==> src/rtl/bcd_scan_display_pkg.sv <==
// Shared types and constants for the BCD conversion and 7-segment scan stage.
package bcd_scan_display_pkg;

  typedef enum logic [1:0] {
    IDLE  = 2'd0,
    SHIFT = 2'd1,
    LATCH = 2'd2
  } conv_state_e;

  localparam int N_DIGITS = 4;

  // Active-low segment patterns, bit order {g,f,e,d,c,b,a}
  localparam logic [6:0] SEG_0     = 7'h40;
  localparam logic [6:0] SEG_1     = 7'h79;
  localparam logic [6:0] SEG_2     = 7'h24;
  localparam logic [6:0] SEG_3     = 7'h30;
  localparam logic [6:0] SEG_4     = 7'h19;
  localparam logic [6:0] SEG_5     = 7'h12;
  localparam logic [6:0] SEG_6     = 7'h02;
  localparam logic [6:0] SEG_7     = 7'h78;
  localparam logic [6:0] SEG_8     = 7'h00;
  localparam logic [6:0] SEG_9     = 7'h10;
  localparam logic [6:0] SEG_BLANK = 7'h7F;

  // Non-decimal nibbles cannot come out of the converter; show them dark anyway
  function automatic logic [6:0] seg_decode(input logic [3:0] digit);
    logic [6:0] seg;
    case (digit)
      4'd0:    seg = SEG_0;
      4'd1:    seg = SEG_1;
      4'd2:    seg = SEG_2;
      4'd3:    seg = SEG_3;
      4'd4:    seg = SEG_4;
      4'd5:    seg = SEG_5;
      4'd6:    seg = SEG_6;
      4'd7:    seg = SEG_7;
      4'd8:    seg = SEG_8;
      4'd9:    seg = SEG_9;
      default: seg = SEG_BLANK;
    endcase
    return seg;
  endfunction

endpackage

==> src/rtl/bcd_scan_display_bin2bcd_seq.sv <==
// Free-running sequential double-dabble converter: 16-bit binary to 5 BCD digits.
module bin2bcd_seq
  import bcd_scan_display_pkg::*;
(
  input  logic        clk,
  input  logic        reset,
  input  logic [15:0] value,
  output logic [15:0] bcd,
  output logic        ovf,
  output logic        busy
);

  conv_state_e state_q, state_d;
  logic [15:0] shreg_q, shreg_d;
  logic [19:0] scratch_q, scratch_d;
  logic [19:0] adj;
  logic [3:0]  cnt_q, cnt_d;
  logic [15:0] bcd_q, bcd_d;
  logic        ovf_q, ovf_d;

  // Next-state and datapath: add-3 correction per nibble, then shift, all in one cycle
  always_comb begin
    state_d   = state_q;
    shreg_d   = shreg_q;
    scratch_d = scratch_q;
    cnt_d     = cnt_q;
    bcd_d     = bcd_q;
    ovf_d     = ovf_q;
    adj       = scratch_q;
    for (int i = 0; i < 5; i++) begin
      if (scratch_q[4*i +: 4] >= 4'd5) begin
        adj[4*i +: 4] = scratch_q[4*i +: 4] + 4'd3;
      end
    end
    unique case (state_q)
      IDLE: begin
        shreg_d   = value;
        scratch_d = '0;
        cnt_d     = '0;
        state_d   = SHIFT;
      end
      SHIFT: begin
        {scratch_d, shreg_d} = {adj[18:0], shreg_q, 1'b0};
        cnt_d = cnt_q + 4'd1;
        if (cnt_q == 4'd15) begin
          state_d = LATCH;
        end
      end
      LATCH: begin
        bcd_d   = scratch_q[15:0];
        ovf_d   = (scratch_q[19:16] != 4'd0);
        state_d = IDLE;
      end
      default: state_d = IDLE;
    endcase
  end

  // State and datapath registers; reset abandons any conversion in flight
  always_ff @(posedge clk) begin
    if (reset) begin
      state_q   <= IDLE;
      shreg_q   <= '0;
      scratch_q <= '0;
      cnt_q     <= '0;
      bcd_q     <= '0;
      ovf_q     <= 1'b0;
    end else begin
      state_q   <= state_d;
      shreg_q   <= shreg_d;
      scratch_q <= scratch_d;
      cnt_q     <= cnt_d;
      bcd_q     <= bcd_d;
      ovf_q     <= ovf_d;
    end
  end

  assign bcd  = bcd_q;
  assign ovf  = ovf_q;
  assign busy = (state_q == SHIFT);

endmodule

==> src/rtl/bcd_scan_display.sv <==
// Binary-to-BCD display stage: converts the count and scans four digits onto
// an active-low 7-segment display with leading-zero blanking and overflow flag.
module bcd_scan_display
  import bcd_scan_display_pkg::*;
#(
  parameter int SCAN_DIV = 50_000,
  parameter bit BLANK_LZ = 1'b1
) (
  input  logic                clk,
  input  logic                reset,
  input  logic [15:0]         value,
  output logic [15:0]         bcd,
  output logic                ovf,
  output logic                busy,
  output logic [6:0]          seg,
  output logic [N_DIGITS-1:0] an,
  output logic                dp
);

  localparam int PW = (SCAN_DIV > 1) ? $clog2(SCAN_DIV) : 1;

  logic [PW-1:0]       presc_q, presc_d;
  logic [1:0]          idx_q, idx_d;
  logic [6:0]          seg_q, seg_d;
  logic [N_DIGITS-1:0] an_q, an_d;
  logic                dp_q, dp_d;
  logic [3:0]          digit;
  logic                lead_zero;
  logic                blank;

  bin2bcd_seq u_conv (
    .clk   (clk),
    .reset (reset),
    .value (value),
    .bcd   (bcd),
    .ovf   (ovf),
    .busy  (busy)
  );

  // Scan timing, digit selection, blanking and decode for the next display slot
  always_comb begin
    presc_d = presc_q + PW'(1);
    idx_d   = idx_q;
    if (presc_q == PW'(SCAN_DIV - 1)) begin
      presc_d = '0;
      idx_d   = idx_q + 2'd1;
    end
    digit = bcd[{idx_q, 2'b00} +: 4];
    case (idx_q)
      2'd1:    lead_zero = (bcd[15:4] == 12'd0);
      2'd2:    lead_zero = (bcd[15:8] == 8'd0);
      2'd3:    lead_zero = (bcd[15:12] == 4'd0);
      default: lead_zero = 1'b0;
    endcase
    blank = BLANK_LZ && !ovf && lead_zero;
    seg_d = blank ? SEG_BLANK : seg_decode(digit);
    an_d  = ~(N_DIGITS'(1) << idx_q);
    dp_d  = ~(ovf && (idx_q == 2'd3));
  end

  // Segment, anode and dp registers share one edge so the display never ghosts
  always_ff @(posedge clk) begin
    if (reset) begin
      presc_q <= '0;
      idx_q   <= '0;
      seg_q   <= SEG_BLANK;
      an_q    <= '1;
      dp_q    <= 1'b1;
    end else begin
      presc_q <= presc_d;
      idx_q   <= idx_d;
      seg_q   <= seg_d;
      an_q    <= an_d;
      dp_q    <= dp_d;
    end
  end

  assign seg = seg_q;
  assign an  = an_q;
  assign dp  = dp_q;

endmodule

==> config.mk <==
export PLATFORM = sky130hd
export DESIGN_NAME = bcd_scan_display
export DESIGN_NICKNAME = d
export VERILOG_FILES = /design/src/rtl/bcd_scan_display_pkg.sv /design/src/rtl/bcd_scan_display_bin2bcd_seq.sv /design/src/rtl/bcd_scan_display.sv
export SDC_FILE = /design/constraint.sdc
export NUM_CORES = 1
export LEC_CHECK = 0
export BUFFER_PORTS_ARGS = -buffer_cell sky130_fd_sc_hd__buf_2
export CORE_MARGIN = 1
export CORE_UTILIZATION = 30
export DETAILED_ROUTE_END_ITERATION = 6
export SLEW_MARGIN = 20
export SYNTH_ARGS = -nofsm -noshare
export SYNTH_HDL_FRONTEND = slang
export SYNTH_SLANG_ARGS = --single-unit
==> constraint.sdc <==
create_clock -name clk -period 2.3 [get_ports clk]
set_input_delay 0.115 -clock clk [delete_from_list [all_inputs] [get_ports clk]]
set_output_delay 0.115 -clock clk [all_outputs]
set_load 0.01 [all_outputs]
* After elaboration in Yosys (flattened, before gate mapping) *
Memory sizes are Yosys's and may differ from the RTL's. A register that Yosys moved wholly into a read port is not among the register bits.
Cells that the tools add are included.

word-level totals
  register bits after elaboration = 82
  memory bits (read-only) = 112
  bits of input ports = 18
  output and inout bits = 30
  word-level logic and storage cells = 58
  memories = 1

cells by class
  add/sub/neg operators = 8
  $lt $le $gt $ge = 5
  equal/unequal tests = 8
  shift operators = 2
  multiplexer cells = 11
  bitwise logic cells = 2
  reductions and logical operators = 11

memories
  memory            depth  bits a word  read ports  clocked after Yosys merged registers in  write ports  line                        RTL
  (name not given)  16     7            1           1                                        0            bcd_scan_display_pkg.sv:28  case (digit)

operators by type and width
  cell                                                                count
  one-hot mux 20 bit (2 select lines)                                 1
  one-hot mux 16 bit (2 select lines)                                 1
  greater-or-equal comparator 4 x 3 -> 1 bit (second input constant)  5
  adder 16 x 1 -> 16 bit (second input constant)                      1
  adder 4 x 2 -> 4 bit (second input constant)                        4
  == test 16 bit (second input constant)                              1
  2-to-1 mux 4 bit                                                    4
  variable part select 16 x 5 -> 4 bit                                1
  zero test 12 bit                                                    1
  zero test 8 bit                                                     1
  one-hot mux 4 bit (2 select lines)                                  1
  == test 2 bit (second input constant)                               3
  adder 4 x 1 -> 4 bit (second input constant)                        1
  == test 2 x 1 -> 1 bit (second input constant)                      2
  == test 4 bit (second input constant)                               1
  zero test 4 bit                                                     1
  NOT 4 bit                                                           1
  one-hot mux 2 bit (2 select lines)                                  1
  nonzero test 4 bit                                                  1
  OR reduction 2 bit                                                  2
  left shift 1 x 2 -> 4 bit (first input constant)                    1
  adder 3 x 2 -> 3 bit (second input constant)                        1
  2-to-1 mux 3 bit                                                    1
  one-hot mux 1 bit (3 select lines)                                  1
  8 further kinds                                                     9

* Longest topological paths before layout *
  depth after elaboration = 4
  mapped depth = 8
  gate-level depth less buffers = 7

* Modules after synthesis *
Synthesis repeated with hierarchy kept, for this count alone.

unflattened totals
  cells, all modules = 468
  area total of the unflattened synthesis = 4171.5 µm²

by module, submodules not included
  module            times used  cells each  area each (µm²)  seq. area each (µm²)
  bin2bcd_seq       1           311         2662.6           1181.1
  bcd_scan_display  1           157         1508.9           600.6

* Worst setup path before layout *
No wires, ideal clock.

  path kind = register to register
  from = register idx_q[0]
  to = register seg_q[5] (netlist: seg[5])
  library setup time = 0.142 ns
  arrival time = 1.755 ns
  required time = 2.158 ns
  setup slack = 0.403 ns
  cell stages (with the launch flop) = 7
  path buffers = 1
  period minus slack after synthesis = 1.897 ns
  cell sequence = dfxtp_1 buf_6 mux4_1 ha_1 or2_2 a21oi_1 o21ai_0

between the ends
  word-level cells in the longest chain between the ends = 4
  elaborated cells on any way between the ends = 7
  classes of those cells = 3 x eq/ne; 1 x shift; 1 x mux; 2 x reduce/logical

ends and longest elaborated chain
  what                                                            line                    RTL
  start: declaration                                              bcd_scan_display.sv:23  logic [1:0] idx_q, idx_d;
  start signal: assignment                                        bcd_scan_display.sv:71  idx_q <= idx_d;
  == test 2 bit / == test 2 x 1 -> 1 bit (equally long branches)  bcd_scan_display.sv:49  case (idx_q)
  one-hot mux 1 bit (3 select lines)                              bcd_scan_display.sv:49
  logical AND 1 bit                                               bcd_scan_display.sv:55  blank = BLANK_LZ && !ovf && lead_zero;
  OR reduction 2 bit (no line)                                    --
  end: declaration                                                bcd_scan_display.sv:24  logic [6:0] seg_q, seg_d;

Parallel ways exist; a longest one is shown, timed or not.
A chain may end at the register's enable or synchronous reset.

* Worst setup path after layout *
Same ends and word-level chain as after synthesis.

==> results by group <==
Status
  – Status: complete, no violations

Route
  – DR pass1 iterations: 4
  – DRC: 0
  – Antenna viol nets, final: 0
  – WL/cell: 12.1 um
  – 1st-iter DRT viols: ~180
  – DR vias: 3,378
  – DR vias/cell: between 4 and 5
  – Total wire length: 8560 um

Finish
  – # diodes: 0
  – Layout cells sized above 1: around 15%
  – Area delta synth->final: 15.8%
  – Nets: about 570
  – Final instance count without filler cells: 707

Die
  – Rows: 42
  – Boundary Pins: 48
  – Starting Density: a little under a third
  – Die Span Y: about 120 um
  – Full die area: approximately 0.014 sq mm
  – Core area: 0.0133 sq mm
  – Die X: between 100 and 150 um

Synth
  – Synth top cells by count: dfxtp_1 (89), nor2_1 (87), nand2_1 (62)
  – Avg Cell Area, Syn: 8.47 sq um
  – Largest cells by area after synthesis: dfxtp_1 (43%), nor2_1 (7.9%), ha_1 (6.9%), nand2_1 (5.6%), mux2i_1 (4.8%)
  – Synthesized flop and latch total: roughly 90
  – Net Count, Synth: 530
  – Distinct cells, synth: 39
  – Post-synthesis async set-or-reset flop share: 0%
  – Most numerous cell in the Yosys netlist: dfxtp_1
  – Post-Syn Area: ~0.0041 sq mm
  – Ys flop type: dfxtp_1
  – Post-Synthesis Cells: between 400 and 500
  – Yosys warnings: 0
  – Seq/Total Area, Yosys: a little over two fifths
  – EDFF count, synth: 0
  – Post-synth top area share: 43.0%
  – Leading area contributor after synthesis: dfxtp_1

Critical path
  – Largest stage delay on the critical path: just under 0.7 ns
  – Arr. time, crit path: around 2.3 ns
  – CP Max Fanout: 8
  – WS Path Type: flop to flop
  – Startpoint class of the critical path: flop
  – Worst Path Buf+Inv: 0
  – Largest delay share family, worst path: multiplexers
  – Crit end category: flop
  – Req. time, crit path: between 2 and 2.5 ns
  – Crit-path slowest cell: mux4_1
  – CP Cell Sequence: mux4_1 -> ha_1 -> or2_2 -> a21oi_1 -> o21ai_0

STA
  – Sum Neg Setup Slack: 0 ns
  – Worst Tran Pin Value: approximately 0.57 ns
  – Fmax: 478 MHz
  – Max Transition Viols Final: 0
  – Tmin final: 2.09 ns
  – Final setup viols: 0
  – Clock skew: a little over 0.009 ns
  – Hold Vio Cnt, Final: 0
  – RSZ-0062 raised after global routing: no
  – Slew margin rel.: between 60% and 70%
  – Tcrit/Tclk final: 91.0%
  – Crit path setup slack, layout: around 0.21 ns
  – Worst hold slack: a little under 0.02 ns

Clock network
  – Post_cts resized: 0
  – Reg clk slew, reported paths: 0.07 ns
  – Sink Count: around 90
  – # H-tree levels: 3
  – Worst-Skew Late Latency: ~0.34 ns
  – CTS Buffer Depth: 2
  – CTS tree: done
  – # hold bufs at CTS: 0
  – Setup repair bufs after CTS: 0
  – CTS Buf Count: 9
  – Clock Tree Root: clkbuf_16

Power and ir drop
  – Leakage: around 2.0 nW
  – Total power: about 3.1 mW
  – Maximum VDD drop: 0.360 mV
  – Power density over cell area: between 600 and 700 mW/mm^2

Global routing
  – Vias in the first global route: 3,130
  – Antenna violations before repair: 0
  – First-pass GRT wire length: between 10,000 and 15,000 um
  – Remaining Overflow, GRT: 0
  – Total GRT Usage: 12.6%
  – Largest net degree at the start of global routing: 40

Place
  – Dpl hpwl: 6030 um
  – Placed Instances: 691
  – RePlAce Congestion: 0.786
  – Place WS: between 0.2 and 0.25 ns
  – PortBufs: 47

Hold path
  – Hold WC Path Type: primary input to flop

Flow run
  – Max-cap violation count: 0
[sequential cells by signal, indices dropped and copies added (netlist names)]
signal            cells
u_conv.scratch_q     20
u_conv.shreg_q       16
idx_q                 2
u_conv.ovf            1
u_conv.state_q        2
an                    4
u_conv.bcd           16
dp                    1
seg                   7
u_conv.cnt_q          4
presc_q              16
[power breakdown]
group	leakage (nW)	switching (mW)	internal (mW)
combinational	1.11	0.0765	0.0550
sequential	0.725	0.0152	1.57
clock	0.144	0.622	0.773
[metal layers]
layer	routed length [um]	GRT usage [%]	share of wire, %
met5	0	0	0
met4	48	3.98	0.56
met3	475	3.80	5.6
met2	4010	21.1	47
met1	4020	15.3	47
[cells in the final DEF, fill, tap and decap left out, types with 2 or more instances in the layout]
cell type	instances
dfxtp_1	88
nor2_1	87
nand2_1	62
buf_2	47
a21oi_1	39
ha_1	23
mux2i_1	20
inv_1	18
xnor2_1	17
a22oi_1	16
o21ai_0	14
nand2b_1	10
nand3_1	9
clkbuf_16	9
xor2_1	8
buf_4	7
nor3_1	6
a21o_1	5
nor4_1	4
and3_1	4
a32oi_1	4
o211ai_1	4
a211oi_1	4
inv_6	4
mux4_2	2
nand4_1	2
mux2_2	2
clkinv_2	2
[metrics by stage]
| stage | utilization (%) | cell area [sq um] |
|---|---|---|
| after global routing | 36.0 | 4800 |
| after global placement | 33.8 | 4520 |
| after floorplan | - | 4140 |
| after detailed placement | 33.8 | 4520 |
| after CTS | 36.0 | 4800 |
| final | 36.0 | 4800 |
[worst reg2reg max path, cell delays in order (launching register included)]
cell and delay (ns):
dfxtp_1 0.54, mux4_1 0.68, ha_1 0.24, or2_2 0.30, a21oi_1 0.12, o21ai_0 0.09
[final timing paths]
path / startpoint / to / slack, ns / depth (start not counted)
hold reg to reg: presc_q[0] / presc_q[0] / 0.45 / 1
setup reg to reg: idx_q[0] / seg[5] / 0.21 / 5
setup / recovery: idx_q[0] / seg[5] / 0.21 / 5
hold / removal: value[0] / u_conv.shreg_q[0] / 0.02 / 3
[cell families (layout without fill, tap and decap cells)]
family	count (synthesis)	in the layout	share of synthesized area (%)
flip-flops	89	89	43.0
AO/OA/AOI/OAI	90	90	13.1
XOR/XNOR	25	25	5.28
multiplexers	25	25	7.10
buffers and inverters	46	88	4.95
AND/OR/NAND/NOR	191	191	19.6
adder cells (fa/ha/maj)	23	23	6.94
[layout make-up]
| class | instances | area [sq um] |
|---|---|---|
| timing repair buffer | 54 | 288 |
| multi-input combinational | 354 | 2160 |
| tap | 176 | 220 |
| clock inverter | 6 | 45.0 |
| sequential | 89 | 1780 |
| inverter | 18 | 67.6 |
| clock buffer | 10 | 239 |
| fill | 1402 | 8550 |
Power figures use the tool's default switching activity.
